**src/rtl/aes_pkg.sv**
```systemverilog
// Shared encodings for the moded block-cipher sequencer: mode codes, FSM states, default width.
package aes_pkg;

  localparam int BLK_W_DEF = 128;

  localparam logic [1:0] MODE_ECB = 2'd0;
  localparam logic [1:0] MODE_CBC = 2'd1;
  localparam logic [1:0] MODE_CTR = 2'd2;
  localparam logic [1:0] MODE_RSV = 2'd3;

  typedef enum logic [1:0] {
    ST_IDLE = 2'd0,
    ST_LOAD = 2'd1,
    ST_CORE = 2'd2,
    ST_OUT  = 2'd3
  } state_t;

endpackage

```
**src/rtl/aes_moo_chain.sv**
```systemverilog
// Mode datapath: core input / result selection and the chaining register (IV, CBC feedback, CTR counter).
// Selection is combinational; xvar updates one edge after iv_load or upd, no backpressure of its own.
module aes_moo_chain
  import aes_pkg::*;
#(
  parameter int BLK_W = BLK_W_DEF,
  parameter int CTR_W = 32
) (
  input  logic             clk,
  input  logic             rst_n,
  input  logic [1:0]       mode,
  input  logic             enc,
  input  logic [BLK_W-1:0] blk_new,
  input  logic [BLK_W-1:0] blk,
  input  logic [BLK_W-1:0] core_out,
  input  logic             iv_load,
  input  logic [BLK_W-1:0] iv,
  input  logic             upd,
  output logic [BLK_W-1:0] sel_in,
  output logic             sel_enc,
  output logic [BLK_W-1:0] res,
  output logic [BLK_W-1:0] xvar
);

  // Incrementing the full word then masking gives a mod-2^CTR_W count that leaves upper bits alone.
  localparam logic [BLK_W-1:0] CTR_MASK = {BLK_W{1'b1}} >> (BLK_W - CTR_W);

  logic [BLK_W-1:0] xvar_ctr;

  assign xvar_ctr = (xvar & ~CTR_MASK) | ((xvar + BLK_W'(1)) & CTR_MASK);

  always_comb begin
    sel_in  = blk_new;
    sel_enc = enc;
    case (mode)
      MODE_CBC: if (enc) sel_in = blk_new ^ xvar;
      MODE_CTR: begin
        sel_in  = xvar;
        sel_enc = 1'b1;
      end
      default: ;
    endcase
  end

  always_comb begin
    res = core_out;
    case (mode)
      MODE_CBC: if (!enc) res = core_out ^ xvar;
      MODE_CTR: res = blk ^ core_out;
      default: ;
    endcase
  end

  always_ff @(posedge clk or negedge rst_n) begin
    if (!rst_n) begin
      xvar <= '0;
    end else if (iv_load) begin
      xvar <= iv;
    end else if (upd) begin
      case (mode)
        MODE_CBC: xvar <= enc ? core_out : blk;
        MODE_CTR: xvar <= xvar_ctr;
        default: ;
      endcase
    end
  end

endmodule

```
**src/rtl/aes_moo_stream.sv**
```systemverilog
// ECB/CBC/CTR sequencer around an external block cipher; one block in flight, out_valid L+2 cycles after accept.
// in_ready only in LOAD; OUT holds its result until out_ready, so a stalled sink stalls the input side.
module aes_moo_stream
  import aes_pkg::*;
#(
  parameter int BLK_W = BLK_W_DEF,
  parameter int CTR_W = 32,
  parameter int CNT_W = 16
) (
  input  logic             clk,
  input  logic             rst_n,
  input  logic             cfg_start,
  input  logic [1:0]       cfg_mode,
  input  logic             cfg_enc,
  input  logic [BLK_W-1:0] cfg_iv,
  input  logic             abort,
  input  logic             in_valid,
  output logic             in_ready,
  input  logic [BLK_W-1:0] in_data,
  input  logic             in_last,
  output logic             out_valid,
  input  logic             out_ready,
  output logic [BLK_W-1:0] out_data,
  output logic             out_last,
  output logic             busy,
  output logic             cfg_err,
  output logic [CNT_W-1:0] blk_cnt,
  output logic             core_start,
  output logic             core_enc,
  output logic [BLK_W-1:0] core_in,
  input  logic [BLK_W-1:0] core_out,
  input  logic             core_done
);

  state_t           state, state_nxt;
  logic [1:0]       mode_q;
  logic             enc_q;
  logic [BLK_W-1:0] blk_in;
  logic             last_q;
  logic             accept, done_ev, xfer, cfg_ok, cfg_bad;
  logic [BLK_W-1:0] sel_in, res, xvar;
  logic             sel_enc;

  always_comb begin
    state_nxt = state;
    accept    = 1'b0;
    done_ev   = 1'b0;
    xfer      = 1'b0;
    cfg_ok    = 1'b0;
    cfg_bad   = 1'b0;
    if (abort) begin
      state_nxt = ST_IDLE;
    end else begin
      case (state)
        ST_IDLE: if (cfg_start) begin
          if (cfg_mode == MODE_RSV) begin
            cfg_bad = 1'b1;
          end else begin
            cfg_ok    = 1'b1;
            state_nxt = ST_LOAD;
          end
        end
        ST_LOAD: if (in_valid) begin
          accept    = 1'b1;
          state_nxt = ST_CORE;
        end
        ST_CORE: if (core_done) begin
          done_ev   = 1'b1;
          state_nxt = ST_OUT;
        end
        ST_OUT: if (out_ready) begin
          xfer      = 1'b1;
          state_nxt = last_q ? ST_IDLE : ST_LOAD;
        end
        default: state_nxt = ST_IDLE;
      endcase
    end
  end

  // An abort in LOAD must not look like a completed handshake to the source.
  assign in_ready = (state == ST_LOAD) && !abort;
  assign busy     = (state != ST_IDLE);

  always_ff @(posedge clk or negedge rst_n) begin
    if (!rst_n) state <= ST_IDLE;
    else        state <= state_nxt;
  end

  always_ff @(posedge clk or negedge rst_n) begin
    if (!rst_n) begin
      mode_q     <= MODE_ECB;
      enc_q      <= 1'b0;
      blk_in     <= '0;
      last_q     <= 1'b0;
      out_data   <= '0;
      out_valid  <= 1'b0;
      out_last   <= 1'b0;
      cfg_err    <= 1'b0;
      blk_cnt    <= '0;
      core_start <= 1'b0;
      core_enc   <= 1'b0;
      core_in    <= '0;
    end else begin
      core_start <= accept;
      if (cfg_ok) begin
        mode_q  <= cfg_mode;
        enc_q   <= cfg_enc;
        blk_cnt <= '0;
        cfg_err <= 1'b0;
      end
      if (cfg_bad) cfg_err <= 1'b1;
      if (accept) begin
        blk_in   <= in_data;
        last_q   <= in_last;
        core_in  <= sel_in;
        core_enc <= sel_enc;
      end
      if (done_ev) begin
        out_data  <= res;
        out_valid <= 1'b1;
        out_last  <= last_q;
      end
      if (xfer) begin
        out_valid <= 1'b0;
        out_last  <= 1'b0;
        if (blk_cnt != {CNT_W{1'b1}}) blk_cnt <= blk_cnt + 1'b1;
      end
      if (abort) begin
        out_valid <= 1'b0;
        out_last  <= 1'b0;
      end
    end
  end

  aes_moo_chain #(
    .BLK_W (BLK_W),
    .CTR_W (CTR_W)
  ) u_chain (
    .clk      (clk),
    .rst_n    (rst_n),
    .mode     (mode_q),
    .enc      (enc_q),
    .blk_new  (in_data),
    .blk      (blk_in),
    .core_out (core_out),
    .iv_load  (cfg_ok),
    .iv       (cfg_iv),
    .upd      (done_ev),
    .sel_in   (sel_in),
    .sel_enc  (sel_enc),
    .res      (res),
    .xvar     (xvar)
  );

endmodule

```
**config.mk**
```make
export PLATFORM = sky130hd
export DESIGN_NAME = aes_moo_stream
export DESIGN_NICKNAME = d
export VERILOG_FILES = /design/src/rtl/aes_pkg.sv /design/src/rtl/aes_moo_chain.sv /design/src/rtl/aes_moo_stream.sv
export SDC_FILE = /design/constraint.sdc
export NUM_CORES = 1
export LEC_CHECK = 0
export ABC_AREA = 1
export BUFFER_PORTS_ARGS = -buffer_cell sky130_fd_sc_hd__buf_2
export CAP_MARGIN = 20
export CELL_PAD_IN_SITES_DETAIL_PLACEMENT = 0
export CELL_PAD_IN_SITES_GLOBAL_PLACEMENT = 2
export CORE_MARGIN = 1.5
export CORE_UTILIZATION = 34
export CTS_BUF_LIST = sky130_fd_sc_hd__clkbuf_2 sky130_fd_sc_hd__clkbuf_4 sky130_fd_sc_hd__clkbuf_8
export CTS_CLUSTER_SIZE = 20
export DETAILED_ROUTE_END_ITERATION = 8
export PLACE_DENSITY_LB_ADDON = 0.12
export SYNTH_ARGS = -nofsm -noshare
export SYNTH_HDL_FRONTEND = slang
export SYNTH_SLANG_ARGS = --single-unit
```
**constraint.sdc**
```tcl
create_clock -name clk -period 4 [get_ports clk]
set_clock_uncertainty 0.05 [all_clocks]
set_input_delay 0.4 -clock clk [delete_from_list [all_inputs] [get_ports clk]]
set_output_delay 0.4 -clock clk [all_outputs]
set_load 0.05 [all_outputs]
```
Word-level counts from Yosys, hierarchy flattened
Index checks and enable logic that the tools add are counted.
- reductions and logical operators: 10
- equality and inequality tests: 12
- add/subtract/negate cells: 2
- multiplexer cells: 45
- bitwise operators: 4
- operators by type and width (operator ; count):
    128-bit case mux with 2 select lines ; 3
    128-bit two-way mux ; 5
    128-bit XOR ; 3
    128-bit by 32-bit bitwise OR with 128-bit output ; 1
    16-bit two-way mux ; 3
    32-bit by 1-bit adder with 32-bit output (second input constant) ; 1
    1-bit two-way mux ; 27
    16-bit by 1-bit adder with 16-bit output (second input constant) ; 1
    16-bit != test (second input constant) ; 1
    3-bit != test (second input constant) ; 5
    2-bit two-way mux ; 6
    2-bit equality test (second input constant) ; 4
    2-bit case mux with 4 select lines ; 1
    2-bit nonzero test ; 3
    3-bit nonzero test ; 2
    5-bit AND reduction ; 1
    2-bit by 1-bit equality test with 1-bit output (second input constant) ; 2
    2-bit logical NOT ; 1
    2-bit AND reduction ; 1
    1-bit logical AND ; 1
    1-bit logical NOT ; 1
- input port bits: 395
- output and inout bits: 279
- flip-flop bits (word level): 539

Longest topological paths before layout
- depth after elaboration: 8
- gate-level depth with buffers: 12
- gate-level depth less buffers: 12

Hierarchy
From an unflattened synthesis, not the netlist that was laid out.
- cells, all modules: 4479
- area, all modules: 32338.5 um^2
- by module, submodules not included (module ; cells an instance ; instances ; area an instance (um^2) ; sequential area each (um^2)):
    aes_moo_chain ; 2627 ; 1 ; 16240.6 ; 3203.1
    aes_moo_stream ; 1852 ; 1 ; 16097.9 ; 10284.9

Worst setup path before layout
No wires, ideal clock.
- kind: register to register
- start: register state[1]
- end: register core_in[109]
- setup slack: 1.514 ns
- library setup time: 0.135 ns
- buffers on the path: 3
- cell stages (with the launch flop): 11
- data arrival time: 2.301 ns
- path through: dfrtp_1 -> inv_1 -> ha_1 -> inv_1 -> nor2_1 -> nand2_1 -> inv_1 -> buf_2 -> buf_2 -> buf_1 -> a31oi_1
- longest elaborated chain between the ends: 3
- RTL lines (item ; line ; source):
    start, declared ; aes_moo_stream.sv:35 ; state_t state, state_nxt;
    start signal, assigned ; aes_moo_stream.sv:86 ; else state <= state_nxt;
    2-bit by 1-bit equality test with 1-bit output ; aes_moo_stream.sv:54 ; case (state)
    1-bit two-way mux ; aes_moo_stream.sv:54 ;
    1-bit two-way mux ; aes_moo_stream.sv:51 ; if (abort) begin
    end signal, assigned ; aes_moo_stream.sv:115 ; core_in <= sel_in;
    end, declared ; aes_moo_stream.sv:30 ; output logic [BLK_W-1:0] core_in,
No other way between the ends.
A chain may end at the register's enable or synchronous reset.

Worst setup path after layout
- start: register mode_q[0]
- end: register u_chain.xvar[75]
- longest elaborated chain between the ends: 4
- elaborated cells between the ends (all ways): 7
- RTL lines (item ; line ; source):
    start, declared ; aes_moo_stream.sv:36 ; logic [1:0] mode_q;
    start signal, assigned ; aes_moo_stream.sv:106 ; mode_q <= cfg_mode;
    2-bit equality test or 2-bit by 1-bit equality test with 1-bit output (tied branches) ; aes_moo_chain.sv:60 ; case (mode)
    128-bit case mux with 2 select lines ; aes_moo_chain.sv:60 ;
    128-bit two-way mux ; aes_moo_chain.sv:59 ; end else if (upd) begin
    128-bit two-way mux ; aes_moo_chain.sv:57 ; end else if (iv_load) begin
    end signal, assigned ; aes_moo_chain.sv:58 ; xvar <= iv;
    end signal, assigned ; aes_moo_chain.sv:61 ; MODE_CBC: xvar <= enc ? core_out : blk;
    end signal, assigned ; aes_moo_chain.sv:62 ; MODE_CTR: xvar <= xvar_ctr;
    end, declared ; aes_moo_chain.sv:22 ; output logic [BLK_W-1:0] xvar
Several ways; a longest one is shown, not always the timed one. The select of a mux whose other input is x is not followed.

==> load_flow_metrics.sql <==
INSERT INTO impl_metrics (metric_group, metric, value, unit) VALUES
('route', 'antenna_violating_nets_post_route', '0', ''),
('critical_path', 'timing.critical_path.to_type', 'flop', ''),
('synthesis', 'yosysTopAreaCellShare', '42.5', '%'),
('floorplan', 'fp.dieH', '309', 'um'),
('clocking', 'cts.sink_count', '539', ''),
('route', 'number_of_optimization_iterations_in_the_first_detailed_route_pass', '6', ''),
('clocking', 'cts.path.max_buffers', '3', ''),
('timing', 'fin_tns_setup', '0', 'ns'),
('clocking', 'htreeDepth', '3', ''),
('floorplan', 'floorplan.initialDensity', '34.5', '%'),
('synthesis', 'synth_enable_flop_cells', '0', ''),
('synthesis', 'async_flop_share', '100', '%'),
('final_layout', 'final_layout_size_suffix_gt1_share', '17.8', '%'),
('placed_design', 'gpl.final_weighted_congestion', '0.837', ''),
('synthesis', 'synthesis.area_per_instance', '7.19', 'um2'),
('synthesis', 'syn-cell-area', '31700', 'um2'),
('status', 'run_status', 'completed', ''),
('floorplan', 'die-area', '95200', 'um2'),
('route', 'drt_first_iter_violations', '2889', ''),
('worst_hold_path', 'holdCritPathClass', 'input port to flop', ''),
('final_layout', 'post_layout_nonfiller_instances', '6654', ''),
('final_layout', 'nNetsFinal', '5706', ''),
('final_layout', 'area.growth.synth_to_final', '34.4', '%'),
('clocking', 'cts_resized', '0', ''),
('power', 'total_leakage_power', '19.3', 'nW'),
('timing', 'worst_slew_margin_rel', '24.0', '%'),
('critical_path', 'crit_path_cell_chain', 'inv_1 -> ha_2 -> inv_8 -> buf_12 -> o21ai_0 -> o21ai_0 -> o21ai_0 -> dlygate4sd3_1 -> a21oi_1', ''),
('critical_path', 'slowest_delay', '0.59', 'ns'),
('synthesis', 'number_of_different_library_cells_in_the_post_synthesis_netlist', '32', ''),
('critical_path', 'worst-endpoint-arrival', '3.88', 'ns'),
('synthesis', 'netlist_top_cells_count', 'sky130_fd_sc_hd__nand2_1, sky130_fd_sc_hd__o21ai_0, sky130_fd_sc_hd__dfrtp_1, sky130_fd_sc_hd__nor2_1, sky130_fd_sc_hd__a21oi_1', ''),
('timing', 'final-hold-violation-count', '0', ''),
('clocking', 'post_cts_buffers', '0', ''),
('critical_path', 'most_prevalent_standard_cell_on_the_critical_path', 'sky130_fd_sc_hd__o21ai_0', ''),
('floorplan', 'placementRows', '111', ''),
('route', 'routed_via_density', '5.33', ''),
('synthesis', 'sequential_to_total_area_share_from_yosys_stat', '42.5', '%'),
('critical_path', 'start_kind', 'flop', ''),
('floorplan', 'core_area', '92100', 'um2'),
('timing', 'final-setup-viol-count', '0', ''),
('critical_path', 'cp_num_buf_inv', '4', ''),
('grt', 'grt_use_total', '28.0', '%'),
('synthesis', 'syn-num-nets', '4818', ''),
('synthesis', 'synthesis.yosys.warnings', '0', ''),
('timing', 'tcrit_tclk_final', '81.4', '%'),
('synthesis', 'synth_area_leaders', 'sky130_fd_sc_hd__dfrtp_1, sky130_fd_sc_hd__nand2_1, sky130_fd_sc_hd__o21ai_0', ''),
('critical_path', 'cp_max_fo', '163', ''),
('power', 'pwr_density_cell', '903', 'nW/um2'),
('clocking', 'cts_made_buffers', '106', ''),
('power', 'total_power', '38.5', 'mW'),
('job', 'cap_viol_max_count', '0', ''),
('critical_path', 'worst_path_dominant_cell_family', 'buffers and inverters', ''),
('critical_path', 'timing_worst_setup_path_type', 'flop to flop', ''),
('route', 'finalWirelength', '137000', 'um'),
('power', 'ir_drop', '0.664', 'mV'),
('grt', 'globalRoute.totalOverflow', '0', ''),
('clocking', 'clockRootBuffer', 'sky130_fd_sc_hd__clkbuf_8', ''),
('critical_path', 'worst-endpoint-required', '4.63', 'ns'),
('timing', 'worst-slew-pin-transition', '1.14', 'ns'),
('synthesis', 'netlist.top_cell.by_area', 'sky130_fd_sc_hd__dfrtp_1', ''),
('timing', 'rsz0062_at_grt', 'no', ''),
('grt', 'wire_length_of_the_first_global_routing_pass', '208000', 'um'),
('timing', 'maxSlewViolCount', '0', ''),
('timing', 'whs', '0.103', 'ns'),
('clocking', 'worst_skew_pair.late_latency', '0.76', 'ns'),
('clocking', 'path_clk_slew', '0.06', 'ns'),
('floorplan', 'ioPinCount', '674', ''),
('floorplan', 'die_width', '309', 'um'),
('placed_design', 'place_inst', '6014', ''),
('route', 'drt_drc_violations_left', '0', ''),
('placed_design', 'io_buffer_count', '673', '');
-- worst paths after layout --
| kind | from | endpoint | slack (ns) | depth (start not counted) |
|---|---|---|---|---|
| worst max-delay path | mode_q[0]$_DFFE_PN0P_ | u_chain.xvar[75]$_DFFE_PN0P_ | 0.75 | 9 |
| worst min-delay path | core_out[31] | out_data[31]$_DFFE_PN0P_ | 0.10 | 3 |
| worst max register to register | mode_q[0]$_DFFE_PN0P_ | u_chain.xvar[75]$_DFFE_PN0P_ | 0.75 | 9 |
| worst min register to register | out_data[15]$_DFFE_PN0P_ | out_data[15]$_DFFE_PN0P_ | 0.42 | 2 |
| max in group asynchronous | rst_n | out_data[53]$_DFFE_PN0P_ | 2.52 | 3 |
| min in group asynchronous | rst_n | blk_cnt[9]$_DFF_PN0_ | 0.23 | 2 |
-- metal layers --
layer	share of wire, %	global-route usage (%)
met5	0.11	0
met4	3.5	10.3
met3	6.3	5.54
met2	47	45.3
met1	43	37.0
-- report_power, final --
group          leakage, nW  internal [mW]  switching [mW]  total (mW)
logic                 11.6           6.39            15.3        21.7
clock network         1.29           3.63            2.73        6.36
registers             6.44           8.07            2.44        10.5
-- cell families after synthesis --
| logic type | after synthesis | share of synthesized area [%] |
|---|---|---|
| AND/OR/NAND/NOR | 1659 | 20.7 |
| AO/OA/AOI/OAI | 1573 | 28.3 |
| buffers and inverters | 624 | 7.84 |
| flip-flops | 539 | 42.5 |
| XOR/XNOR | 12 | 0.331 |
| adder cells (fa/ha/maj) | 8 | 0.315 |
-- flip-flops by register name, indices dropped and copies added, names as in the netlist --
register      count
core_start        1
enc_q             1
out_data        128
out_last          1
out_valid         1
core_enc          1
last_q            1
mode_q            2
state             2
cfg_err           1
core_in         128
blk_cnt          16
u_chain.xvar    128
blk_in          128
-- stage by stage --
stage               instance area (um2)  setup slack (ns)
finish                            42700             0.745
CTS                               42600             0.818
global route                      42700             0.448
floorplan                         31700              1.51
global placement                  36000              1.29
detailed placement                36000              1.23
-- cell usage in the layout, fill, tap and decap left out, types with 25 or more instances in the layout --
| master | synthesis | final |
|---|---|---|
| sky130_fd_sc_hd__clkbuf_4 | 0 | 38 |
| sky130_fd_sc_hd__a31oi_1 | 197 | 197 |
| sky130_fd_sc_hd__nand3_1 | 235 | 235 |
| sky130_fd_sc_hd__buf_4 | 11 | 41 |
| sky130_fd_sc_hd__clkbuf_8 | 0 | 141 |
| sky130_fd_sc_hd__nand2_1 | 925 | 922 |
| sky130_fd_sc_hd__o31ai_1 | 58 | 58 |
| sky130_fd_sc_hd__dlygate4sd3_1 | 0 | 424 |
| sky130_fd_sc_hd__dfrtp_1 | 539 | 538 |
| sky130_fd_sc_hd__o211ai_1 | 232 | 232 |
| sky130_fd_sc_hd__o22ai_1 | 104 | 104 |
| sky130_fd_sc_hd__buf_12 | 0 | 25 |
| sky130_fd_sc_hd__nor2_1 | 478 | 478 |
| sky130_fd_sc_hd__o21ai_0 | 663 | 663 |
| sky130_fd_sc_hd__inv_1 | 234 | 232 |
| sky130_fd_sc_hd__a21oi_1 | 306 | 306 |
| sky130_fd_sc_hd__buf_2 | 84 | 672 |
-- final cells by class --
type                       instances  area, um2
inverter                         241        943
clock buffer                     179       2230
multi-input combinational       3252      15800
sequential                       539      13500
fill                            9560      49400
antenna                           16       40.0
timing repair buffer            1163       8430
tap                             1243       1560
clock inverter                    21        171
-- tightest hold or removal path: cells and delay by family --
| kind | cells | cell delay [ns] |
|---|---|---|
| buffers and inverters | 1 | 0.15 |
| and+or+nand+nor | 1 | 0.11 |
| AOI/OAI and AO/OA | 1 | 0.20 |
(Power assumes the default switching activity.)
